===== src/rtl/tlb_arb_pkg.sv =====
// rtl/tlb_arb_pkg.sv - shared types and constants for the TLB lookup arbiter
package tlb_arb_pkg;

  typedef enum logic [1:0] {
    ST_IDLE   = 2'd0,
    ST_LOOKUP = 2'd1,
    ST_RESP   = 2'd2
  } arb_state_t;

  typedef enum logic [1:0] {
    OWN_I = 2'd0,
    OWN_D = 2'd1,
    OWN_P = 2'd2
  } owner_t;

  localparam logic [1:0] EXC_NONE    = 2'd0;
  localparam logic [1:0] EXC_REFILL  = 2'd1;
  localparam logic [1:0] EXC_INVALID = 2'd2;
  localparam logic [1:0] EXC_MOD     = 2'd3;

  localparam logic [2:0]  SEG_KSEG0 = 3'b100;
  localparam logic [2:0]  SEG_KSEG1 = 3'b101;
  localparam logic [31:0] PHYS_MASK = 32'h1FFF_FFFF;

  // Bit positions inside the one-hot grant vector
  localparam int GNT_I = 0;
  localparam int GNT_D = 1;
  localparam int GNT_P = 2;

  function automatic logic is_unmapped(input logic [2:0] seg);
    return (seg == SEG_KSEG0) || (seg == SEG_KSEG1);
  endfunction

endpackage


===== src/rtl/tlb_arb_grant.sv =====
// rtl/tlb_arb_grant.sv - one-hot grant selection between probe, data and fetch (TLB_ARB_RR_EN: I/D round-robin)
module tlb_arb_grant
  import tlb_arb_pkg::*;
(
  input  logic       i_i_valid,
  input  logic       i_d_valid,
  input  logic       i_p_valid,
  input  logic       i_rr_ptr_d,
  output logic [2:0] o_grant
);

`ifdef TLB_ARB_RR_EN
  // Probe always wins; contention between I and D resolved by the pointer
  always_comb begin
    o_grant = 3'b000;
    if (i_p_valid) begin
      o_grant[GNT_P] = 1'b1;
    end else if (i_i_valid && i_d_valid) begin
      if (i_rr_ptr_d) o_grant[GNT_D] = 1'b1;
      else            o_grant[GNT_I] = 1'b1;
    end else if (i_d_valid) begin
      o_grant[GNT_D] = 1'b1;
    end else if (i_i_valid) begin
      o_grant[GNT_I] = 1'b1;
    end
  end
`else
  logic w_unused_rr_ptr;
  assign w_unused_rr_ptr = i_rr_ptr_d;

  // Fixed priority: probe, then data, then fetch
  always_comb begin
    o_grant = 3'b000;
    if (i_p_valid)      o_grant[GNT_P] = 1'b1;
    else if (i_d_valid) o_grant[GNT_D] = 1'b1;
    else if (i_i_valid) o_grant[GNT_I] = 1'b1;
  end
`endif

endmodule


===== src/rtl/tlb_lookup_arbiter.sv =====
// rtl/tlb_lookup_arbiter.sv - shares one TLB translator between fetch, data and TLBP probe (TLB_ARB_RR_EN selects I/D round-robin)
module tlb_lookup_arbiter
  import tlb_arb_pkg::*;
(
  input  logic        clk,
  input  logic        rst_n,
  input  logic        i_req_valid,
  output logic        i_req_ready,
  input  logic [31:0] i_vaddr,
  input  logic        d_req_valid,
  output logic        d_req_ready,
  input  logic [31:0] d_vaddr,
  input  logic        d_is_store,
  input  logic        p_req_valid,
  output logic        p_req_ready,
  input  logic [31:0] p_vaddr,
  input  logic [7:0]  p_asid,
  input  logic [7:0]  asid,
  input  logic        tlb_wr,
  output logic [31:0] tlb_vaddr,
  output logic [7:0]  tlb_asid,
  input  logic [31:0] tlb_paddr,
  input  logic        tlb_miss,
  input  logic        tlb_valid,
  input  logic        tlb_dirty,
  input  logic        tlb_uncached,
  input  logic [3:0]  tlb_index,
  output logic        i_rsp_valid,
  output logic [31:0] i_rsp_paddr,
  output logic        i_rsp_uncached,
  output logic [1:0]  i_rsp_exc,
  output logic        d_rsp_valid,
  output logic [31:0] d_rsp_paddr,
  output logic        d_rsp_uncached,
  output logic [1:0]  d_rsp_exc,
  output logic        p_rsp_valid,
  output logic        p_rsp_miss,
  output logic [3:0]  p_rsp_index
);

  arb_state_t  r_state;
  owner_t      r_owner;
  owner_t      r_rr_ptr;
  logic [31:0] r_vaddr;
  logic        r_store;
  logic [7:0]  r_asid;

  logic [2:0]  w_grant;
  logic        w_can_accept;
  logic        w_accept;
  owner_t      w_sel_owner;
  logic [31:0] w_sel_vaddr;
  logic [2:0]  w_seg;
  logic [31:0] w_paddr;
  logic        w_uncached;
  logic [1:0]  w_exc;

  tlb_arb_grant u_grant (
    .i_i_valid  (i_req_valid),
    .i_d_valid  (d_req_valid),
    .i_p_valid  (p_req_valid),
    .i_rr_ptr_d (r_rr_ptr == OWN_D),
    .o_grant    (w_grant)
  );

  // A new lookup may start only when the datapath is free and CP0 is not rewriting the TLB
  assign w_can_accept = rst_n && !tlb_wr && ((r_state == ST_IDLE) || (r_state == ST_RESP));
  assign i_req_ready  = w_can_accept && w_grant[GNT_I];
  assign d_req_ready  = w_can_accept && w_grant[GNT_D];
  assign p_req_ready  = w_can_accept && w_grant[GNT_P];
  assign w_accept     = w_can_accept && (w_grant != 3'b000);

  assign w_sel_owner = w_grant[GNT_P] ? OWN_P : (w_grant[GNT_D] ? OWN_D : OWN_I);
  assign w_sel_vaddr = w_grant[GNT_P] ? p_vaddr : (w_grant[GNT_D] ? d_vaddr : i_vaddr);

  assign tlb_vaddr = r_vaddr;
  assign tlb_asid  = r_asid;
  assign w_seg     = r_vaddr[31:29];

  // Classify the registered address; faulting lookups return the vaddr for BadVAddr
  always_comb begin
    w_paddr    = r_vaddr;
    w_uncached = 1'b0;
    w_exc      = EXC_NONE;
    if (is_unmapped(w_seg)) begin
      w_paddr    = r_vaddr & PHYS_MASK;
      w_uncached = (w_seg == SEG_KSEG1);
    end else if (tlb_miss) begin
      w_exc = EXC_REFILL;
    end else if (!tlb_valid) begin
      w_exc = EXC_INVALID;
    end else if ((r_owner == OWN_D) && r_store && !tlb_dirty) begin
      w_exc = EXC_MOD;
    end else begin
      w_paddr    = tlb_paddr;
      w_uncached = tlb_uncached;
    end
  end

  // Lookup sequencer with registered response strobes and data
  always_ff @(posedge clk or negedge rst_n) begin
    if (!rst_n) begin
      r_state        <= ST_IDLE;
      r_owner        <= OWN_I;
      r_rr_ptr       <= OWN_I;
      r_vaddr        <= 32'd0;
      r_store        <= 1'b0;
      r_asid         <= 8'd0;
      i_rsp_valid    <= 1'b0;
      i_rsp_paddr    <= 32'd0;
      i_rsp_uncached <= 1'b0;
      i_rsp_exc      <= EXC_NONE;
      d_rsp_valid    <= 1'b0;
      d_rsp_paddr    <= 32'd0;
      d_rsp_uncached <= 1'b0;
      d_rsp_exc      <= EXC_NONE;
      p_rsp_valid    <= 1'b0;
      p_rsp_miss     <= 1'b0;
      p_rsp_index    <= 4'd0;
    end else begin
      i_rsp_valid <= 1'b0;
      d_rsp_valid <= 1'b0;
      p_rsp_valid <= 1'b0;
      case (r_state)
        ST_IDLE, ST_RESP: begin
          if (w_accept) begin
            r_owner <= w_sel_owner;
            r_vaddr <= w_sel_vaddr;
            r_store <= w_grant[GNT_D] && d_is_store;
            r_asid  <= w_grant[GNT_P] ? p_asid : asid;
            if (w_sel_owner == OWN_I)      r_rr_ptr <= OWN_D;
            else if (w_sel_owner == OWN_D) r_rr_ptr <= OWN_I;
            r_state <= ST_LOOKUP;
          end else begin
            r_state <= ST_IDLE;
          end
        end
        ST_LOOKUP: begin
          if (!tlb_wr) begin
            case (r_owner)
              OWN_I: begin
                i_rsp_valid    <= 1'b1;
                i_rsp_paddr    <= w_paddr;
                i_rsp_uncached <= w_uncached;
                i_rsp_exc      <= w_exc;
              end
              OWN_D: begin
                d_rsp_valid    <= 1'b1;
                d_rsp_paddr    <= w_paddr;
                d_rsp_uncached <= w_uncached;
                d_rsp_exc      <= w_exc;
              end
              OWN_P: begin
                p_rsp_valid <= 1'b1;
                p_rsp_miss  <= tlb_miss;
                p_rsp_index <= tlb_miss ? 4'd0 : tlb_index;
              end
              default: begin
              end
            endcase
            r_state <= ST_RESP;
          end
        end
        default: r_state <= ST_IDLE;
      endcase
    end
  end

endmodule


===== config.mk =====
export PLATFORM = sky130hd
export DESIGN_NAME = tlb_lookup_arbiter
export DESIGN_NICKNAME = d
export VERILOG_FILES = /design/src/rtl/tlb_arb_pkg.sv /design/src/rtl/tlb_arb_grant.sv /design/src/rtl/tlb_lookup_arbiter.sv
export SDC_FILE = /design/constraint.sdc
export NUM_CORES = 1
export LEC_CHECK = 0
export CORE_MARGIN = 2
export CORE_UTILIZATION = 40
export CTS_CLUSTER_SIZE = 20
export DETAILED_ROUTE_END_ITERATION = 16
export GPL_TIMING_DRIVEN = 0
export PLACE_DENSITY_LB_ADDON = 0.2
export SLEW_MARGIN = 15
export SYNTH_ARGS = -nofsm -noshare
export SYNTH_HDL_FRONTEND = slang
export SYNTH_HIERARCHICAL = 1
export SYNTH_SLANG_ARGS = --single-unit

===== constraint.sdc =====
create_clock -name clk -period 2.1 [get_ports clk]
set_clock_uncertainty 0.05 [all_clocks]
set_input_delay 0.315 -clock clk [delete_from_list [all_inputs] [get_ports clk]]
set_output_delay 0.315 -clock clk [all_outputs]
set_load 0.1 [all_outputs]

# Yosys cells after proc, flatten, opt, wreduce, memory -nomap -nowiden
# Cells that the tools add are included.
# op_classes
n_reduce_logical,21
bitwise,1
eq_ne,7
mux,35
# ops
op,n
$mux 32,6
$mux 1,19
$mux 2,7
$logic_and 1x1->1,9
$reduce_and 3->1,3
$mux 8,1
$eq 3x3->1 const B,2
$eq 2x1->1 const B,2
$eq 2x2->1 const B,2
$logic_not 2->1,2
$mux 4,1
$pmux 2 s2,1
$reduce_bool 3->1,1
$logic_not 1->1,2
$logic_or 1x1->1,2
$ne 2x2->1 const B,1
$reduce_and 2->1,1
$reduce_or 2->1,1
$not 1->1,1
# totals
out_inout_bits,121
elab_cells,80
ff_bits,123

# Logic depth before layout (Yosys ltp)
# logic_depth
ltp_word,7
ltp_mapped,7

# By module
# The synthesis kept the hierarchy.
# by_module_without_submodules
mod,area_per_inst_um2,cells_each,seq_area_each_um2,instances
tlb_lookup_arbiter,5514.0,493,3103.0,1
tlb_arb_grant,26.3,3,0.0,1

# Worst setup path before layout
# Ideal clock, no wire load.
# synth_path
kind,register to register
from,register r_vaddr[31] (netlist: tlb_vaddr[31])
to,register d_rsp_paddr[21]
slack_ns,-0.107
n_path_buf,3
arrival_time_ns,2.025
stages_incl_launch_ff,8
setup_ns,0.132
required_time_ns,1.918
path_cell_list,dfrtp_1 > nor2b_1 > buf_2 > nor3_4 > buf_6 > buf_8 > mux2i_1 > o21ai_1
# synth_between
elab_chain_len,3
elab_cells_between_ends,4
cone_classes,eq/ne (2); mux (1); reduce/logical (1)
# synth_lines
element,line_no,text
from (decl),tlb_lookup_arbiter.sv:44,logic [31:0] r_vaddr;
from (signal assigned),tlb_lookup_arbiter.sv:128,r_vaddr <= w_sel_vaddr;
$eq 3x3->1,tlb_arb_pkg.sv:31,return (seg == SEG_KSEG0) || (seg == SEG_KSEG1);
$logic_or 1x1->1 (*),tlb_arb_pkg.sv:31,
$mux 32 (*),tlb_lookup_arbiter.sv:85,if (is_unmapped(w_seg)) begin
to (signal assigned),tlb_lookup_arbiter.sv:149,d_rsp_paddr <= w_paddr;
to (decl),tlb_lookup_arbiter.sv:33,"output logic [31:0] d_rsp_paddr,"
# Every way passes the cells marked *; elsewhere a longest branch is shown, timed or not.
# A chain may end at the register's enable or synchronous reset.

# Worst setup path in the final report
# layout_path
from,input d_req_valid
to,output d_req_ready
# layout_between
elab_chain_len,3
# layout_lines
element,line_no,text
from (decl),tlb_lookup_arbiter.sv:10,"input logic d_req_valid,"
$mux 1,tlb_arb_grant.sv:35,else if (i_d_valid) o_grant[GNT_D] = 1'b1;
$mux 2,tlb_arb_grant.sv:34,if (i_p_valid) o_grant[GNT_P] = 1'b1;
via w_grant[1],tlb_lookup_arbiter.sv:48,logic [2:0] w_grant;
$logic_and 1x1->1,tlb_lookup_arbiter.sv:69,assign d_req_ready = w_can_accept && w_grant[GNT_D];
to (decl),tlb_lookup_arbiter.sv:11,"output logic d_req_ready,"
# The timed path passes the listed nets, and every way through them passes these cells.

==> flow_summary.toml <==
[hold_path]
holdCritPathClass = "in -> reg"
worstHoldPathCells = 3

[synth]
synth.cell_area_um2 = 5510
synth_warnings = 6
netlist_instances = 493
postSynthNetCount = 652
syn_area_per_cell_um2 = 11.2

[final_layout]
number_of_fill_cells_in_the_layout = 1106
final_util_pct = 68.4
proportion_of_layout_cells_with_a_drive_suffix_above_1_pct = 9.89
ff_latch_area_um2 = 3080
antennaDiodeCount = 0
fin_nets = 955
flow.area_growth_from_synthesis_pct = 65.9
multi_input_comb_area_um2 = 2230

[die]
floorplan.die_area_um2 = 14700
die_width_um = 121
start_util_pct = 41.3
num_io_pins = 280
num_rows = 42
height_of_the_die_um = 121
coreArea_um2 = 13300

[placed_design]
gpl.final_weighted_congestion = 0.819
place_ws_ps = -1700
port-buffer-count = 279
dpl.hpwl_um = 14400

[detailed_routing]
drcViolationCount = 0
first_pass_iters = 4
via_count = 5290
wl_per_cell_um = 19.5
drt.antenna.violating_nets = 0
vias_per_cell = 5.37
drt_wl_total_um = 19200
drt-initial-drc-count = 360

[setup_path]
critical_path.n_buffers_inverters = 4
path_depth = 6
cp_slowest_stage_delay_ps = 490
worst_setup_path_start_kind = "primary input"
crit_path_cell_trace = "clkdlybuf4s50_1 -> nor2b_1 -> buf_6 -> buf_8 -> and2_4 -> buf_12"
worst-r2r-cell-count = 7
worstSetupPathType = "in -> out"
worst_path_dominant_cell_family = "buffers and inverters"
arrival_ps = 1700
critPathRequiredTime_ps = 1740
crit_path_end_kind = "primary output"
cpMaxStageDelayCell = "clkdlybuf4s50_1"
critical_path.max_fanout = 10

[power]
ir_drop_mv = 0.985
power_density_nw_per_um2 = 1640
power_switching_mw = 8.35
clock_power_share_pct = 19.6
power.share.sequential_pct = 24.3
power.switching_fraction_pct = 55.7
leak_pwr_nw = 4.26
comb_power_share_pct = 56.1
power.internal_mw = 6.64

[grt]
maximum_number_of_pins_on_one_net_before_global_route_repair = 74
global_route.overflow_total = 0
first_global_vias = 5586
gr-usage-all-layers_pct = 26.7
grt_antenna_before_repair = 0
grt_pass1_wl_um = 29600

[timing]
maxSlewViolCount = 0
post-route-worst-setup-slack_ps = 34.8
slew_headroom_pct = 31.3
finalCriticalPeriod_ps = 2070
tightest_slew_ps = 1030
maxClockFrequency_ghz = 0.484
final_min_period_over_clock_period_pct = 98.3
grt_setup_unrepaired = "true"
report.final.hold_viol_count = 0
final.setup.tns_ps = 0
setup_viol = 0

[clock_network]
numClockSinks = 123
clk_latency_ps = 410
max-clock-path-buffers = 2
numCtsBuffers = 17
cts.htree.levels = 4
cts_clock_pin_slew_for_the_worst_setup_and_hold_paths_ps = 50
clockRootBuffer = "clkbuf_16"
clock_tree_from_tritoncts = "built"

[outcome]
run_status = "finished, final reports clean"

[flow_run]
max_cap_viols = 0
==> registers in the layout (all words and copies together), names as in the netlist, 4 cells and up <==
| register | flops |
|---|---|
| d_rsp_paddr | 32 |
| i_rsp_paddr | 32 |
| tlb_vaddr | 32 |
| tlb_asid | 8 |
| p_rsp_index | 4 |
==> metrics by stage <==
step                area (um2)  hold WS, ps  power, mW  instances
finish                    9140          417       15.0        985
global route              9140          428       15.5        985
CTS                       9030         -194       15.0        979
detailed placement        8550          252       12.6        949
global placement          8520          409       12.5        948
floorplan                 5510        -30.6       10.2        493
==> placed cells by master (no fill, tap or decap), types with 4 or more instances in the layout <==
master / count
buf_4: 7
nand2_1: 70
buf_2: 14
mux2i_1: 61
clkbuf_8: 4
nor3_1: 34
clkbuf_16: 17
nor2_1: 5
nand2b_1: 6
a221o_1: 40
clkinv_2: 5
clkbuf_1: 20
dfrtp_1: 121
nor2b_1: 4
mux2_2: 6
o21ai_1: 45
dlygate4sd2_1: 116
nor3b_1: 9
o21ai_0: 20
clkdlybuf4s50_1: 157
==> path summary, 6_finish.rpt <==
kind / endpoint / slack [ps] / from
max: d_req_ready / 30 / d_req_valid
min: p_rsp_index[1] / 420 / tlb_index[1]
max reg2reg: i_rsp_paddr[23] / 120 / tlb_vaddr[31]
min reg2reg: i_rsp_paddr[1] / 430 / i_rsp_paddr[1]
max in group asynchronous: d_rsp_paddr[9] / 1020 / rst_n
min in group asynchronous: i_rsp_paddr[25] / 640 / rst_n
==> what timing repair did <==
action                     4_1_cts  5_1_grt
gates resized for setup        152       12
pin swaps                        1        2
hold endpoints to repair        50       50
buffers inserted                 0        4
setup endpoints to repair      149       35
==> worst register-to-register path, stage by stage (launching register included) <==
cell and delay, ps:
dfrtp_2 430, nor2b_1 140, buf_2 180, nor3_4 220, buf_6 230, buf_8 190, mux2i_2 300, o21ai_1 100
==> power by group through the flow <==
stage	combinational [mW]	clock (mW)	sequential, mW
2_1_floorplan	0.983	0	9.23
3_3_place_gp	8.88	0	3.66
3_5_place_dp	8.95	0	3.69
4_1_cts	8.43	2.99	3.63
5_1_grt	8.67	3.11	3.74
6_report	8.41	2.94	3.63
==> cell type report <==
class / count / area share, %
Multi-Input combinational cell: 324 / 24.4
Sequential cell: 123 / 33.7
Timing Repair Buffer: 286 / 30.2
Clock inverter: 8 / 1.26
Inverter: 4 / 0.164
Clock buffer: 24 / 5.27
Buffer: 40 / 2.56
Tap cell: 176 / 2.41
==> routing by layer <==
layer | share of wire [%] | global-route usage, %
met5 | 0 | 0
met1 | 39 | 31.4
met2 | 51 | 46.2
met4 | 1.8 | 9.34
met3 | 7.7 | 7.89
No activity file was read; power rests on OpenSTA's default activity.
